File: config.mk
export PLATFORM = sky130hd
export DESIGN_NAME = dht11_sequencer
export DESIGN_NICKNAME = d
export VERILOG_FILES = /design/src/rtl/dht11_sequencer.sv
export SDC_FILE = /design/constraint.sdc
export NUM_CORES = 1
export LEC_CHECK = 0
export ABC_AREA = 1
export BUFFER_PORTS_ARGS = -buffer_cell sky130_fd_sc_hd__buf_2
export CELL_PAD_IN_SITES_DETAIL_PLACEMENT = 1
export CELL_PAD_IN_SITES_GLOBAL_PLACEMENT = 2
export CORE_MARGIN = 4
export CORE_UTILIZATION = 39
export DETAILED_ROUTE_END_ITERATION = 7
export PLACE_DENSITY_LB_ADDON = 0.1
export SYNTH_ARGS = -nofsm -noshare
export SYNTH_HDL_FRONTEND = slang
export SYNTH_SLANG_ARGS = --single-unit
File: constraint.sdc
create_clock -name clk -period 7.5 [get_ports clk]
set_input_delay 0.375 -clock clk [delete_from_list [all_inputs] [get_ports clk]]
set_output_delay 0.375 -clock clk [all_outputs]
set_load 0.005 [all_outputs]
File: src/rtl/dht11_sequencer.sv
// DHT11 single-wire transaction controller: host start pulse, response check, 40-bit pulse-width decode, checksum.
// Optional build macro DHT_RETRY_EN adds one automatic retry after no-response or bit-timeout failures.
module dht11_sequencer #(
  parameter logic [8:0]  TICK_DELAY   = 9'd49,
  parameter int unsigned START_TICKS  = 18000,
  parameter int unsigned RESP_TIMEOUT = 100,
  parameter int unsigned BIT_TIMEOUT  = 100,
  parameter int unsigned BIT_THRESH   = 40
) (
  input  logic       clk,
  input  logic       rst,
  input  logic       tick,
  output logic [8:0] delay_cfg,
  input  logic       start,
  input  logic       dht_in,
  output logic       dht_oe,
  output logic       busy,
  output logic       valid,
  output logic       error,
  output logic [1:0] err_code,
  output logic [7:0] hum_int,
  output logic [7:0] hum_dec,
  output logic [7:0] temp_int,
  output logic [7:0] temp_dec
);

  typedef enum logic [3:0] {
    S_IDLE, S_START_LOW, S_RELEASE, S_RESP_LOW, S_RESP_HIGH,
    S_BIT_LOW, S_BIT_HIGH, S_CHECK, S_DONE, S_ERR, S_RETRY_WAIT
  } state_t;

  localparam logic [14:0] START_CNT = 15'(START_TICKS);
  localparam logic [14:0] RESP_CNT  = 15'(RESP_TIMEOUT);
  localparam logic [14:0] BIT_CNT   = 15'(BIT_TIMEOUT);
  localparam logic [14:0] THR_CNT   = 15'(BIT_THRESH);

  state_t      state;
  logic        sync1, sync2, prev;
  logic        rise, fall;
  logic [14:0] cnt;
  logic [5:0]  bit_idx;
  logic [39:0] shreg;
  logic [1:0]  fail_code;
  logic [7:0]  sum;
`ifdef DHT_RETRY_EN
  logic        retried;
`endif

  assign delay_cfg = TICK_DELAY;
  assign rise      = sync2 & ~prev;
  assign fall      = ~sync2 & prev;
  assign sum       = shreg[39:32] + shreg[31:24] + shreg[23:16] + shreg[15:8];

  // Synchronizer resets high to match the idle pulled-up line, so no spurious edge follows reset.
  always_ff @(posedge clk or posedge rst) begin
    if (rst) begin
      state     <= S_IDLE;
      sync1     <= 1'b1;
      sync2     <= 1'b1;
      prev      <= 1'b1;
      cnt       <= '0;
      bit_idx   <= '0;
      shreg     <= '0;
      fail_code <= '0;
      dht_oe    <= 1'b0;
      busy      <= 1'b0;
      valid     <= 1'b0;
      error     <= 1'b0;
      err_code  <= '0;
      hum_int   <= '0;
      hum_dec   <= '0;
      temp_int  <= '0;
      temp_dec  <= '0;
`ifdef DHT_RETRY_EN
      retried   <= 1'b0;
`endif
    end else begin
      sync1 <= dht_in;
      sync2 <= sync1;
      prev  <= sync2;
      valid <= 1'b0;
      error <= 1'b0;
      if (tick && cnt != '1) cnt <= cnt + 1'b1;

      // Edge branches precede timeout branches so a coincident edge takes priority.
      case (state)
        S_IDLE: if (start) begin
          state    <= S_START_LOW;
          cnt      <= '0;
          busy     <= 1'b1;
          dht_oe   <= 1'b1;
          err_code <= '0;
        end
        S_START_LOW: if (cnt == START_CNT) begin
          state  <= S_RELEASE;
          cnt    <= '0;
          dht_oe <= 1'b0;
        end
        S_RELEASE: begin
          if (fall) begin
            state <= S_RESP_LOW;
            cnt   <= '0;
          end else if (cnt == RESP_CNT) begin
            state     <= S_ERR;
            fail_code <= 2'd1;
          end
        end
        S_RESP_LOW: begin
          if (rise) begin
            state <= S_RESP_HIGH;
            cnt   <= '0;
          end else if (cnt == RESP_CNT) begin
            state     <= S_ERR;
            fail_code <= 2'd1;
          end
        end
        S_RESP_HIGH: begin
          if (fall) begin
            state   <= S_BIT_LOW;
            cnt     <= '0;
            bit_idx <= '0;
          end else if (cnt == RESP_CNT) begin
            state     <= S_ERR;
            fail_code <= 2'd1;
          end
        end
        S_BIT_LOW: begin
          if (rise) begin
            state <= S_BIT_HIGH;
            cnt   <= '0;
          end else if (cnt == BIT_CNT) begin
            state     <= S_ERR;
            fail_code <= 2'd2;
          end
        end
        S_BIT_HIGH: begin
          if (fall) begin
            shreg <= {shreg[38:0], (cnt > THR_CNT)};
            cnt   <= '0;
            if (bit_idx == 6'd39) begin
              state <= S_CHECK;
            end else begin
              bit_idx <= bit_idx + 1'b1;
              state   <= S_BIT_LOW;
            end
          end else if (cnt == BIT_CNT) begin
            state     <= S_ERR;
            fail_code <= 2'd2;
          end
        end
        S_CHECK: begin
          if (sum == shreg[7:0]) begin
            state <= S_DONE;
          end else begin
            state     <= S_ERR;
            fail_code <= 2'd3;
          end
        end
        S_DONE: begin
          hum_int  <= shreg[39:32];
          hum_dec  <= shreg[31:24];
          temp_int <= shreg[23:16];
          temp_dec <= shreg[15:8];
          valid    <= 1'b1;
          busy     <= 1'b0;
          state    <= S_IDLE;
`ifdef DHT_RETRY_EN
          retried  <= 1'b0;
`endif
        end
        S_ERR: begin
`ifdef DHT_RETRY_EN
          if (!retried && fail_code != 2'd3) begin
            retried <= 1'b1;
            cnt     <= '0;
            state   <= S_RETRY_WAIT;
          end else begin
            retried  <= 1'b0;
            error    <= 1'b1;
            busy     <= 1'b0;
            err_code <= fail_code;
            state    <= S_IDLE;
          end
`else
          error    <= 1'b1;
          busy     <= 1'b0;
          err_code <= fail_code;
          state    <= S_IDLE;
`endif
        end
`ifdef DHT_RETRY_EN
        S_RETRY_WAIT: if (cnt == START_CNT) begin
          state  <= S_START_LOW;
          cnt    <= '0;
          dht_oe <= 1'b1;
        end
`endif
        default: state <= S_IDLE;
      endcase
    end
  end

endmodule

---- Word level (Yosys, flattened, before mapping) ----
Index checks and enable logic that the tools add are counted.
W data, S select, Z words.
operators by class
  $add $sub $neg .......................... 5
  magnitude comparators ................... 1
  equal/unequal tests ..................... 24
  muxes and demuxes ....................... 37
  bitwise logic cells ..................... 4
  reduce and logical (&&, ||, !) cells .... 18
operator list
  cell                     number
  $mux W15                 5
  $pmux W15 S4             1
  $mux W4                  8
  $pmux W4 S8              1
  $add A8 B8 Y8            3
  $ne A2 B2 Y1 const B     10
  $mux W2                  9
  $mux W6                  3
  $eq A4 B3 Y1 const B     4
  $add A15 B1 Y15 const B  1
  $eq A15 B15 Y1 const B   1
  $eq A15 B7 Y1 const B    1
  $gt A15 B6 Y1 const B    1
  $ne A15 B15 Y1 const B   1
  $pmux W6 S2              1
  $pmux W2 S5              1
  $eq A4 B2 Y1 const B     2
  $eq A4 B4 Y1 const B     2
  $eq A8 B8 Y1             1
  $reduce_and A2 Y1        4
  $reduce_bool A2 Y1       4
  $add A6 B1 Y6 const B    1
  $eq A6 B6 Y1 const B     1
  $reduce_and A6 Y1        1
  13 further kinds         22
storage, ports and cells
  bits in registers ....................... 108
  bits of input ports ..................... 5
  output and inout bits ................... 47

---- Depth between registers and ports, before layout ----
  depth in word-level cells ............... 6
  mapped depth ............................ 20

---- Worst setup path after synthesis ----
No wires, ideal clock.
  path type ............................... register -> register
  start point ............................. reg shreg[9]
  end point ............................... reg fail_code[0]
  library setup time ...................... 117 ps
  arrival time ............................ 2,909 ps
  slack ................................... 4,475 ps
  stages on the path, launching flop included .. 18
  path through ............................ dfrtp_1 fa_1 inv_1 fa_1 inv_1 ha_1 fa_1 nand2_1 nand2_1 nand3_1 nor2_1 nand3_1 nor2_1 nand3_1 nand2_1 nand2_1 nand3_1 nand2_1
between the ends
  word-level cells in the longest chain between the ends .. 4
ends and longest elaborated chain
  element                             line  text
  from (decl)                         42    logic [39:0] shreg;
  from (signal assigned)              138   shreg <= {shreg[38:0], (cnt > THR_CNT)};
  $add A8 B8 Y8                       52    assign sum = shreg[39:32] + shreg[31:24] + shreg[23:16] + shreg[15:8];
  $eq A8 B8 Y1                        152   if (sum == shreg[7:0]) begin
  $ne A2 B2 Y1 (no source line)       n/a
  $reduce_and A6 Y1 (no source line)  n/a
  to (signal assigned)                64    fail_code <= '0;
  to (signal assigned)                148   fail_code <= 2'd2;
  to (signal assigned)                156   fail_code <= 2'd3;
  to (decl)                           43    logic [1:0] fail_code;
No other way between the ends.
A chain may end at the register's enable or synchronous reset.

---- Worst setup path in the final report ----
  start point ............................. reg shreg[9]
  end point ............................... reg fail_code[1]
The elaborated chain is that of the path after synthesis.

==> flow_summary.toml <==
[cts]
cts_root_buffer = "clkbuf_16"
cts_resized = 0
htreeDepth = 3
clkSinkCount = 108
cts_tree = "built"
insertion_delay_ns = 0.36
post_cts_buffers = 0
cts_hold_buf = 0
clk_pin_slew_ns = 0.08
cts_max_path_buffers = 2
numCtsBuffers = 9

[sta]
report.final.slew_viol_count = 0
tns_ns = 0
relSlewSlack_pct = 40.0
worstMarginPinSlew_ns = 0.900
rsz0062_at_grt = "false"
finClkSkew_ns = 0.00714
min_period_ns = 3.30
finalSetupViolations = 0
hold_violations = 0
fmax_mhz = 303
finalCritPeriodShare_pct = 44.0
worst_slack_ns = 4.20

[routing]
dr.pass1.iters = 4
drcViolationCount = 0
ant_nets = 0
vias = 4407
avgViaCountPerCell = 4.93
wl_um = 13600
wl_per_cell_um = 15.3
drt_iter0_markers = 214

[synth]
yosysSeqAreaShare_pct = 48.0
synth_cells = 672
avgSynthCellArea_um2 = 8.39
synth_edf_count = 0
synth.top_cells.by_area = "dfrtp_1, nand2_1, inv_1"
ys_ff_latch = 108
yosys.area.top_type = "dfrtp_1"
synth_cell_type_count = 45
syn_area_um2 = 5640
ys.flop_type = "dfrtp_1"
yosys_warnings = 0
synth-async-reset-ratio_pct = 100
yosysTopAreaCellShare_pct = 46.6

[placed_design]
place_hpwl_um = 10200
portBuffers = 42
dp.cells = 878
place.gp.congestion = 0.873
place_ws_ns = 4.20

[pwr]
intPower_mw = 0.882
vdd_drop_max_mv = 0.125
p_per_area_nw_per_um2 = 199
seqPwrFrac_pct = 51.5
p_leak_nw = 3.16
p_sw_mw = 0.362
p_sw_share_pct = 29.1
comb_power_share_pct = 9.4
power_frac_clock_pct = 39.1

[cells_and_area]
fin_cells = 894
fillers = 1713
drive_gt1_share_pct = 13.6
nets = 738
diodes = 0
area_growth_pct = 11.1
utilization_pct = 44.6

[run]
max-cap-violations = 0

[setup_path]
worstPathArrival_ns = 3.60
critPathKind = "reg -> reg"
critPathCaptureType = "flop"
cp_max_fo = 3
startpoint_type = "flop"
cp.required_ns = 7.80

[die]
chipWidth_um = 128
start_util_pct = 40.1
std_cell_rows = 43
fp.coreArea_um2 = 14000
die_y_um = 128
io_pins = 52
die-area_um2 = 16400

[run_status]
status = "complete, no violations"

[global_routing]
grt_max_degree = 79
grt_usage_pct = 18.0
grt_pass1_vias = 4783
grt_overflow = 0
antenna_found_initial = 0
grt_pass1_wl_um = 23700

[min_path]
min_path_type = "in -> async"
[layout make-up]
type / count / area [um2] / share of cell area (%)
multi-input combinational: 437 / 2380 / 38.1
clock inverter: 7 / 78.8 / 1.26
clock buffer: 9 / 225 / 3.60
inverter: 109 / 419 / 6.69
timing repair buffer: 44 / 225 / 3.60
tap: 180 / 225 / 3.60
sequential: 108 / 2710 / 43.2
[power by group through the flow]
stage / clock network [mW] / registers, mW / logic [mW]
floorplan: 0 / 0.636 / 0.103
global placement: 0 / 0.652 / 0.115
detailed placement: 0 / 0.653 / 0.117
CTS: 0.503 / 0.641 / 0.118
global route: 0.527 / 0.646 / 0.136
finish: 0.486 / 0.641 / 0.117
[cell families (layout without fill, tap and decap cells)]
kind of cell               after synthesis  in the layout  share of synthesized area, %
adders and majority gates               24             24                          7.19
and+or+nand+nor                        283            283                          22.1
xor gates and xnor gates                 8              8                          1.24
buffers and inverters                  134            169                          10.2
DFF                                    108            108                          48.0
AOI/OAI and AO/OA                      113            113                          11.1
other                                    2              9                         0.133
[worst max-delay path: stages (launching register included)]
cell	delay (ns)
dfrtp_1	0.42
fa_1	0.54
inv_1	0.05
fa_1	0.49
inv_1	0.04
ha_1	0.22
fa_1	0.41
inv_1	0.09
nand2_1	0.07
nand3_1	0.07
nand2_1	0.05
nor2_1	0.12
nand3_1	0.08
nor2_1	0.08
nand3_1	0.07
nand2_1	0.08
nand2_1	0.10
nand2_1	0.11
nand2_1	0.05
nand2_1	0.06
[routing by layer]
metal | vias to the layer above | global-route usage (%) | wire length (um)
li1 | 2185 | - | -
met1 | 2145 | 23.1 | 6200
met2 | 57 | 30.6 | 6800
met3 | 20 | 2.54 | 335
met4 | 0 | 7.18 | 302
met5 | - | 0 | 0
[flip-flops by register name, summed over array words and instances, names as in the netlist, 4 cells and up]
| register | count |
|---|---|
| cnt | 15 |
| state | 4 |
| bit_idx | 6 |
| shreg | 40 |
| hum_dec | 8 |
| temp_dec | 8 |
| temp_int | 8 |
| hum_int | 8 |
[layout by cell type (no fill, tap or decap), types with 6 or more instances in the layout]
master,synthesis,layout
nand2_1,165,165
dfrtp_1,105,105
inv_1,99,98
o21ai_0,64,64
nor2_1,44,44
buf_2,5,42
nand3_1,28,28
o21ai_1,20,20
fa_1,14,14
a21oi_1,13,13
nand4_1,11,11
nor3_1,10,10
ha_1,10,10
conb_1,2,9
clkbuf_16,0,9
nor2_2,8,8
inv_2,8,8
xor2_1,6,6
[synth_stat cells, types with 5 or more instances]
| cell | n |
|---|---|
| dfrtp_1 | 105 |
| fa_1 | 14 |
| nand4_1 | 11 |
| o21ai_0 | 64 |
| o21ai_1 | 20 |
| buf_2 | 5 |
| nor3_1 | 10 |
| nand2_1 | 165 |
| buf_4 | 9 |
| inv_2 | 8 |
| clkbuf_1 | 8 |
| a211oi_1 | 5 |
| a21oi_1 | 13 |
| ha_1 | 10 |
| xor2_1 | 6 |
| nor2_1 | 44 |
| inv_1 | 99 |
| nor2_2 | 8 |
| nand3_1 | 28 |
[path summary, 6_finish.rpt]
| kind | end | slack (ns) | startpoint | cells past startpoint |
|---|---|---|---|---|
| hold reg to reg | sync2 | 0.36 | sync1 | 0 |
| min in group clk | sync1 | 0.11 | dht_in | 1 |
| setup reg to reg | fail_code[1] | 4.20 | shreg[9] | 19 |
| hold / removal | cnt[11] | 0.07 | rst | 2 |
| max in group asynchronous | hum_int[1] | 6.18 | rst | 3 |
| setup / recovery | fail_code[1] | 4.20 | shreg[9] | 19 |
[stage by stage]
stage	area [um2]	power, mW	hold slack, ns
after detailed placement	5960	0.770	0.347
after global routing	6260	1.31	0.104
final	6260	1.24	0.0748
after CTS	6260	1.26	0.0969
after global placement	5960	0.767	0.346
after floorplan	5660	0.740	0.345
Note: power is estimated with default switching activity, not from simulation.
